`config.mk`:
```
export PLATFORM = sky130hd
export DESIGN_NAME = mult18x18
export DESIGN_NICKNAME = d
export VERILOG_FILES = /design/src/rtl/mult18x18.sv
export SDC_FILE = /design/constraint.sdc
export NUM_CORES = 1
export LEC_CHECK = 0
export CAP_MARGIN = 10
export CORE_UTILIZATION = 40
export CTS_BUF_LIST = sky130_fd_sc_hd__clkbuf_8 sky130_fd_sc_hd__clkbuf_16
export CTS_CLUSTER_SIZE = 28
export DETAILED_ROUTE_END_ITERATION = 12
export REMOVE_ABC_BUFFERS = 1
export SLEW_MARGIN = 20
export SYNTH_ARGS = -nofsm -noshare
export SYNTH_HDL_FRONTEND = slang
export SYNTH_SLANG_ARGS = --single-unit
```
`constraint.sdc`:
```
create_clock -name CLK -period 7.3 [get_ports CLK]
set_clock_uncertainty 0.1 [all_clocks]
set_input_delay 0.73 -clock CLK [delete_from_list [all_inputs] [get_ports CLK]]
set_output_delay 0.73 -clock CLK [all_outputs]
set_load 0.01 [all_outputs]
```
`src/rtl/mult18x18.sv`:
```
// Signed 18x18 -> 36-bit radix-4 Booth multiplier with a 0..3 stage register pipeline.
// Stages: optional input register, optional first-level tree register, optional output register.
module mult18x18 #(
    parameter int unsigned LATENCY = 2
) (
    input  logic        CLK,
    input  logic        RST,
    input  logic        CE,
    input  logic        VALID_IN,
    input  logic [17:0] A,
    input  logic [17:0] B,
    output logic [35:0] P,
    output logic        VALID_OUT
);
    localparam int unsigned NumPp  = 9;
    localparam int unsigned NumSum = 5;

    logic [17:0] a_s0;
    logic [17:0] b_s0;
    logic        v_s0;

    generate
        if (LATENCY >= 2) begin : g_in_reg
            logic [17:0] a_q, a_d;
            logic [17:0] b_q, b_d;
            logic        v_q, v_d;

            always_comb begin
                a_d = a_q;
                b_d = b_q;
                v_d = v_q;
                if (CE) begin
                    a_d = A;
                    b_d = B;
                    v_d = VALID_IN;
                end
            end

            always_ff @(posedge CLK) begin
                if (RST) begin
                    a_q <= '0;
                    b_q <= '0;
                    v_q <= 1'b0;
                end else begin
                    a_q <= a_d;
                    b_q <= b_d;
                    v_q <= v_d;
                end
            end

            assign a_s0 = a_q;
            assign b_s0 = b_q;
            assign v_s0 = v_q;
        end else begin : g_in_bypass
            assign a_s0 = A;
            assign b_s0 = B;
            assign v_s0 = VALID_IN;
        end
    endgenerate

    // Booth digit i is taken from bits [2i+2:2i] of B with a zero appended below the LSB.
    logic [18:0] b_ext;
    logic [35:0] a_pos;
    logic [35:0] a_neg;
    logic [35:0] pp [NumPp];

    assign b_ext = {b_s0, 1'b0};
    assign a_pos = {{18{a_s0[17]}}, a_s0};
    assign a_neg = ~a_pos + 36'd1;

    always_comb begin
        for (int i = 0; i < NumPp; i++) begin
            unique case (b_ext[2*i +: 3])
                3'b001, 3'b010: pp[i] = a_pos << (2 * i);
                3'b011:         pp[i] = a_pos << (2 * i + 1);
                3'b100:         pp[i] = a_neg << (2 * i + 1);
                3'b101, 3'b110: pp[i] = a_neg << (2 * i);
                default:        pp[i] = '0;
            endcase
        end
    end

    logic [35:0] sum1 [NumSum];

    always_comb begin
        for (int j = 0; j < NumSum - 1; j++) begin
            sum1[j] = pp[2*j] + pp[2*j+1];
        end
        sum1[NumSum-1] = pp[NumPp-1];
    end

    logic [35:0] sum1_s [NumSum];
    logic        v_s1;

    generate
        if (LATENCY >= 3) begin : g_mid_reg
            logic [35:0] sum_q [NumSum];
            logic [35:0] sum_d [NumSum];
            logic        v_q, v_d;

            always_comb begin
                sum_d = sum_q;
                v_d   = v_q;
                if (CE) begin
                    sum_d = sum1;
                    v_d   = v_s0;
                end
            end

            always_ff @(posedge CLK) begin
                if (RST) begin
                    sum_q <= '{default: '0};
                    v_q   <= 1'b0;
                end else begin
                    sum_q <= sum_d;
                    v_q   <= v_d;
                end
            end

            assign sum1_s = sum_q;
            assign v_s1   = v_q;
        end else begin : g_mid_bypass
            assign sum1_s = sum1;
            assign v_s1   = v_s0;
        end
    endgenerate

    logic [35:0] prod;

    always_comb begin
        prod = '0;
        for (int k = 0; k < NumSum; k++) begin
            prod = prod + sum1_s[k];
        end
    end

    generate
        if (LATENCY >= 1) begin : g_out_reg
            logic [35:0] p_q, p_d;
            logic        v_q, v_d;

            always_comb begin
                p_d = p_q;
                v_d = v_q;
                if (CE) begin
                    p_d = prod;
                    v_d = v_s1;
                end
            end

            always_ff @(posedge CLK) begin
                if (RST) begin
                    p_q <= '0;
                    v_q <= 1'b0;
                end else begin
                    p_q <= p_d;
                    v_q <= v_d;
                end
            end

            assign P         = p_q;
            assign VALID_OUT = v_q;
        end else begin : g_out_bypass
            assign P         = prod;
            assign VALID_OUT = v_s1;
        end
    endgenerate

endmodule

```
# Word-level counts from Yosys, hierarchy flattened
# Cells that the tools add are included.
op_classes:
  add_sub_neg: 9
  n_eq_ne: 51
  mux: 9
  n_bitwise: 1
  n_reduce_logical: 16
op_table:
  columns: ["operator", "n"]
  rows:
  - ["$pmux 36 s4", 8]
  - ["$add 36x36->36", 8]
  - ["$pmux 36 s3", 1]
  - ["$eq 3x3->1 const B", 24]
  - ["$eq 3x2->1 const B", 16]
  - ["$add 36x1->36 const B", 1]
  - ["$not 36->36", 1]
  - ["$reduce_or 2->1", 16]
  - ["$eq 3x1->1 const B", 8]
  - ["$eq 2x2->1 const B", 2]
  - ["$eq 2x1->1 const B", 1]
word_totals:
  reg_bits: 74
  output_inout_bits: 37
  word_cells: 91

# Logic depth before layout (Yosys ltp)
depth:
  ltp_word: 8
  depth_mapped: 33

# Worst setup path after synthesis
# OpenSTA, ideal clock, no wires.
synth_timing:
  kind: "register -> register"
  from: "register g_in_reg.a_q[1], in the netlist a_s0[1]"
  to: "register g_out_reg.p_q[35], in the netlist P[35]"
  arrival_ns: 7.610
  t_required_ns: 7.121
  setup_slack_ns: -0.489
  path_stages_with_launch: 31
  synth_period_minus_slack_ns: 7.789
  cell_sequence: "dfxtp_1 > clkbuf_1 > inv_1 > clkbuf_1 > ha_1 > or3b_2 > nor2_1 > nand2_1 > or4_1 > xor2_1 > clkbuf_1 > mux2i_1 > o211ai_1 > o21ai_1 > fa_1 > fa_1 > inv_1 > fa_1 > inv_1 > fa_1 > inv_1 > ha_1 > and4_1 > and2_1 > a211oi_1 > o221ai_1 > o41ai_1 > o221ai_1 > a21o_1 > xnor2_1 > a211oi_2"
synth_between:
  elab_chain_len: 8
  elab_cells_between_ends: 19
  classes_between: "9 x add/sub; 9 x mux; 1 x bitwise"
synth_rtl:
  columns: ["item", "line_no", "rtl"]
  rows:
  - ["from (decl)", "24", "logic [17:0] a_q, a_d;"]
  - ["from (signal assigned)", "41", "a_q <= '0;"]
  - ["from (signal assigned)", "45", "a_q <= a_d;"]
  - ["$not 36->36", "69", "assign a_neg = ~a_pos + 36'd1;"]
  - ["$add 36x1->36", "69", null]
  - ["$pmux 36 s4 / $pmux 36 s3 (equally long branches)", "73", "unique case (b_ext[2*i +: 3])"]
  - ["$add 36x36->36", "87", "sum1[j] = pp[2*j] + pp[2*j+1];"]
  - ["$add 36x36->36 (3 in a row)", "133", "prod = prod + sum1_s[k];"]
  - ["$add 36x36->36 (*)", "133", null]
  - ["to (signal assigned)", "156", "p_q <= p_d;"]
  - ["to (decl)", "139", "logic [35:0] p_q, p_d;"]
# Mark *: on every way between the ends. The rest lies on a longest branch, timed or not.
# A chain may end at the register's enable or synchronous reset.

# Worst setup path in the final report
layout_timing:
  from: "register g_in_reg.a_q[0], in the netlist a_s0[0]"
  to: "register g_out_reg.p_q[35], in the netlist P[35]"
# Same word-level chain as after synthesis.

==> flow_metrics.tcl <==
set metrics [dict create \
    outcome "finished clean" \
    rr_worst_depth 29 \
    grt_pass1_wl_um 110000 \
    switching_share 0.491 \
    start_kind "flop" \
    worstPathRequired_ns 7.54 \
    leakagePower_nw 8.95 \
    layout-drive-gt1-share 0.181 \
    pwr-share-seq 0.074 \
    slew-limit-headroom 0.384 \
    synth-main-ff-cell "dfxtp_1" \
    synth_area_um2 17000 \
    finalMaxSlewViolations 0 \
    r2r_slack_ns 0.07 \
    crit_slowest_cell "fa_1" \
    cp_common_cell "inv_2" \
    hold_viol 0 \
    nFillCells 4139 \
    hold_slack_ns 0.372 \
    max_stage_delay_ns 0.59 \
    cts_buffers 9 \
    multi_input_area_um2 14300 \
    power.density_nw_per_um2 354 \
    min_to "P[34]" \
    gp_congestion 1.00 \
    switching_power_mw 3.60 \
    reg2reg_to "P[35]" \
    first_iter_violations 1951 \
    antenna_found_initial 1 \
    pwr-share-comb 0.853 \
    root_buffer "clkbuf_16" \
    fin_cells 3038 \
    min_path_cells 2 \
    io_pins 77 \
    antenna_left 0 \
    crit_fanout 6 \
    firstDrtPassIters 6 \
    synthArstFlopShare 0 \
    yosysWarnings 0 \
    post_synth_num_cell_types 80 \
    syn_avg_cell_area_um2 7.21 \
    grt_pass1_vias 17800 \
    grt.overflow.total 0 \
    grt_max_degree 80 \
    cell_internal_pwr_mw 3.73 \
    clockBufferDepth 2 \
    area_growth_pct 21.9 \
    timing.final.ws_setup_ns 0.0723 \
    synth-seq-cells 74 \
    portBuffers 76 \
    pre_cts_ws_ns -0.463 \
    path_clk_slew_ns 0.08 \
    start_util 0.405 \
    final.period_utilization 0.990 \
    cp-end-kind "flop" \
    htreeDepth 3 \
    seq_area_um2 1500 \
    fin_crit_ns 7.23 \
    rsz0062_at_grt "true" \
    tightest_slew_ns 0.923 \
    vias 18600 \
    die_w_um 208 \
    track_usage 0.337 \
    die_area_um2 43300 \
    layout.nets 2762 \
    synth_edf_count 0 \
    min_path_type "reg -> reg" \
    pwr-share-clk 0.073 \
    place_hpwl_um 56000 \
    maxCapViolations 0 \
    insertion_delay_ns 0.41 \
    drc 0 \
    cts.sinks 74 \
    placementRows 75 \
    setup_viol 0 \
    core_area_um2 41900 \
    ir_worst_vdd_v 0.000477 \
    hold_start "P[34]" \
    ys_seq_area_frac 0.0872 \
    dp.cells 3012 \
    crit_type "reg -> reg" \
    reg2reg_from "a_s0[0]" \
    arrival_ns 7.46 \
    via_per_inst 6.11 \
    die_h_um 208 \
    avgRoutedWirePerCell_um 24.1 \
    diodes 0 \
    routed_wl_um 73100 \
    max_freq_mhz 138 \
    cts_tree "yes" \
    postSynthCellCount 2356 \
]
[through the flow]
step / setup TNS, ns / power, mW / cell area (um^2) / utilization
floorplan: -4.59 / 3.95 / 16100 / -
global placement: -1.84 / 6.12 / 19700 / 0.470
detailed placement: -2.38 / 6.18 / 19700 / 0.470
CTS: 0 / 6.89 / 20200 / 0.482
global route: -0.418 / 7.97 / 20700 / 0.494
finish: 0 / 7.33 / 20700 / 0.494
[repair_timing]
action                     4_1_cts  5_1_grt
pin swaps                       11       62
gates cloned                     0        1
setup buffers                    3        6
hold buffers                     0        0
setup endpoints to repair       12       13
resized for setup               34      105
[synth_stat cells, drive strengths merged, types with 35 or more instances]
| cell type | n | share of area |
|---|---|---|
| o21ai | 193 | 0.057 |
| a31oi | 43 | 0.016 |
| a211oi | 35 | 0.017 |
| clkbuf | 198 | 0.044 |
| ha | 55 | 0.041 |
| nand2 | 250 | 0.055 |
| mux2i | 120 | 0.071 |
| inv | 199 | 0.044 |
| nor2 | 238 | 0.053 |
| dfxtp | 74 | 0.087 |
| fa | 173 | 0.20 |
| o22ai | 39 | 0.014 |
| a21oi | 256 | 0.076 |
| a221oi | 50 | 0.026 |
| xnor2 | 61 | 0.031 |
| buf | 41 | 0.0094 |
[area by class of cell]
type                    instances  area share
inverters                     206      0.0373
multi-input cells            1837       0.693
clock inverters                 5     0.00381
clock buffers                  11      0.0122
repair buffers                366       0.149
well taps                     539      0.0326
flip-flops and latches         74      0.0726
[worst max-delay path by stage]
stage	start	end	slack, ns
2_1_floorplan	a_s0[1]	P[35]	-0.77
3_3_place_gp	a_s0[0]	P[35]	-0.45
3_5_place_dp	a_s0[0]	P[35]	-0.46
4_1_cts	a_s0[0]	P[35]	0.004
5_1_grt	a_s0[0]	P[35]	-0.11
6_report	a_s0[0]	P[35]	0.07
[registers in the layout, summed over array words and instances (netlist names)]
register      flops
a_s0             18
g_in_reg.v_q      1
P                36
VALID_OUT         1
b_s0             18
[cells in the final DEF, fill, tap and decap left out, types with 8 or more instances in the layout]
cell type,Yosys,layout
a21oi_2,1,18
o22ai_1,39,38
nand2b_1,18,17
dfxtp_1,74,58
buf_4,0,273
clkbuf_16,0,10
buf_6,0,9
and2_1,11,10
xnor2_1,61,51
clkdlybuf4s50_1,0,74
a31oi_1,43,41
buf_12,0,8
mux2i_1,120,117
o211ai_1,28,28
o21ai_0,188,164
nor2_1,238,237
nand3_1,13,12
ha_1,55,49
a221oi_1,50,49
nor3_1,24,23
a21boi_0,11,10
nor2b_1,9,9
nand2_1,250,248
a211oi_1,32,30
a21oi_1,255,238
o21ai_1,4,20
a22oi_1,18,18
fa_1,173,168
a211o_1,11,11
mux2_2,19,18
inv_1,198,194
o21ai_2,1,9
a21o_1,25,25
dfxtp_2,0,15
xnor2_2,0,9
xor2_1,27,26
[critical path, delay by kind of cell, from the launching register on]
kind                     cells  cell delay (ns)
adder cells (fa/ha/maj)      6             2.54
AO/OA/AOI/OAI                7             1.39
AND/OR/NAND/NOR              5             1.31
buffers and inverters        8             0.82
flip-flops                   1             0.34
XOR/XNOR                     2             0.34
multiplexers                 1             0.28
[power groups by stage]
stage | combinational (mW) | clock (mW) | sequential [mW]
floorplan | 3.31 | 0 | 0.638
global placement | 5.57 | 0 | 0.549
detailed placement | 5.63 | 0 | 0.550
CTS | 5.80 | 0.545 | 0.543
global route | 6.86 | 0.557 | 0.552
finish | 6.25 | 0.531 | 0.544
[metal layers]
| metal | up-vias | share of wire | global-route usage | wire length, um |
|---|---|---|---|---|
| li1 | 8429 | - | - | - |
| met1 | 8931 | 0.40 | 0.433 | 29100 |
| met2 | 991 | 0.45 | 0.537 | 33100 |
| met3 | 207 | 0.091 | 0.0614 | 6690 |
| met4 | 2 | 0.058 | 0.184 | 4220 |
| met5 | - | 0.00018 | 0 | 13 |
[cells by family (layout without fill, tap and decap cells)]
logic type / after synthesis / in the layout / synth area share
compound gates: 781 / 781 / 0.286
xor+xnor: 89 / 89 / 0.0467
fa+ha+maj: 228 / 228 / 0.244
buf+inv: 445 / 588 / 0.0987
flops: 74 / 74 / 0.0872
mux: 142 / 142 / 0.0873
simple gates: 597 / 597 / 0.149
Power figures use the tool's default switching activity.
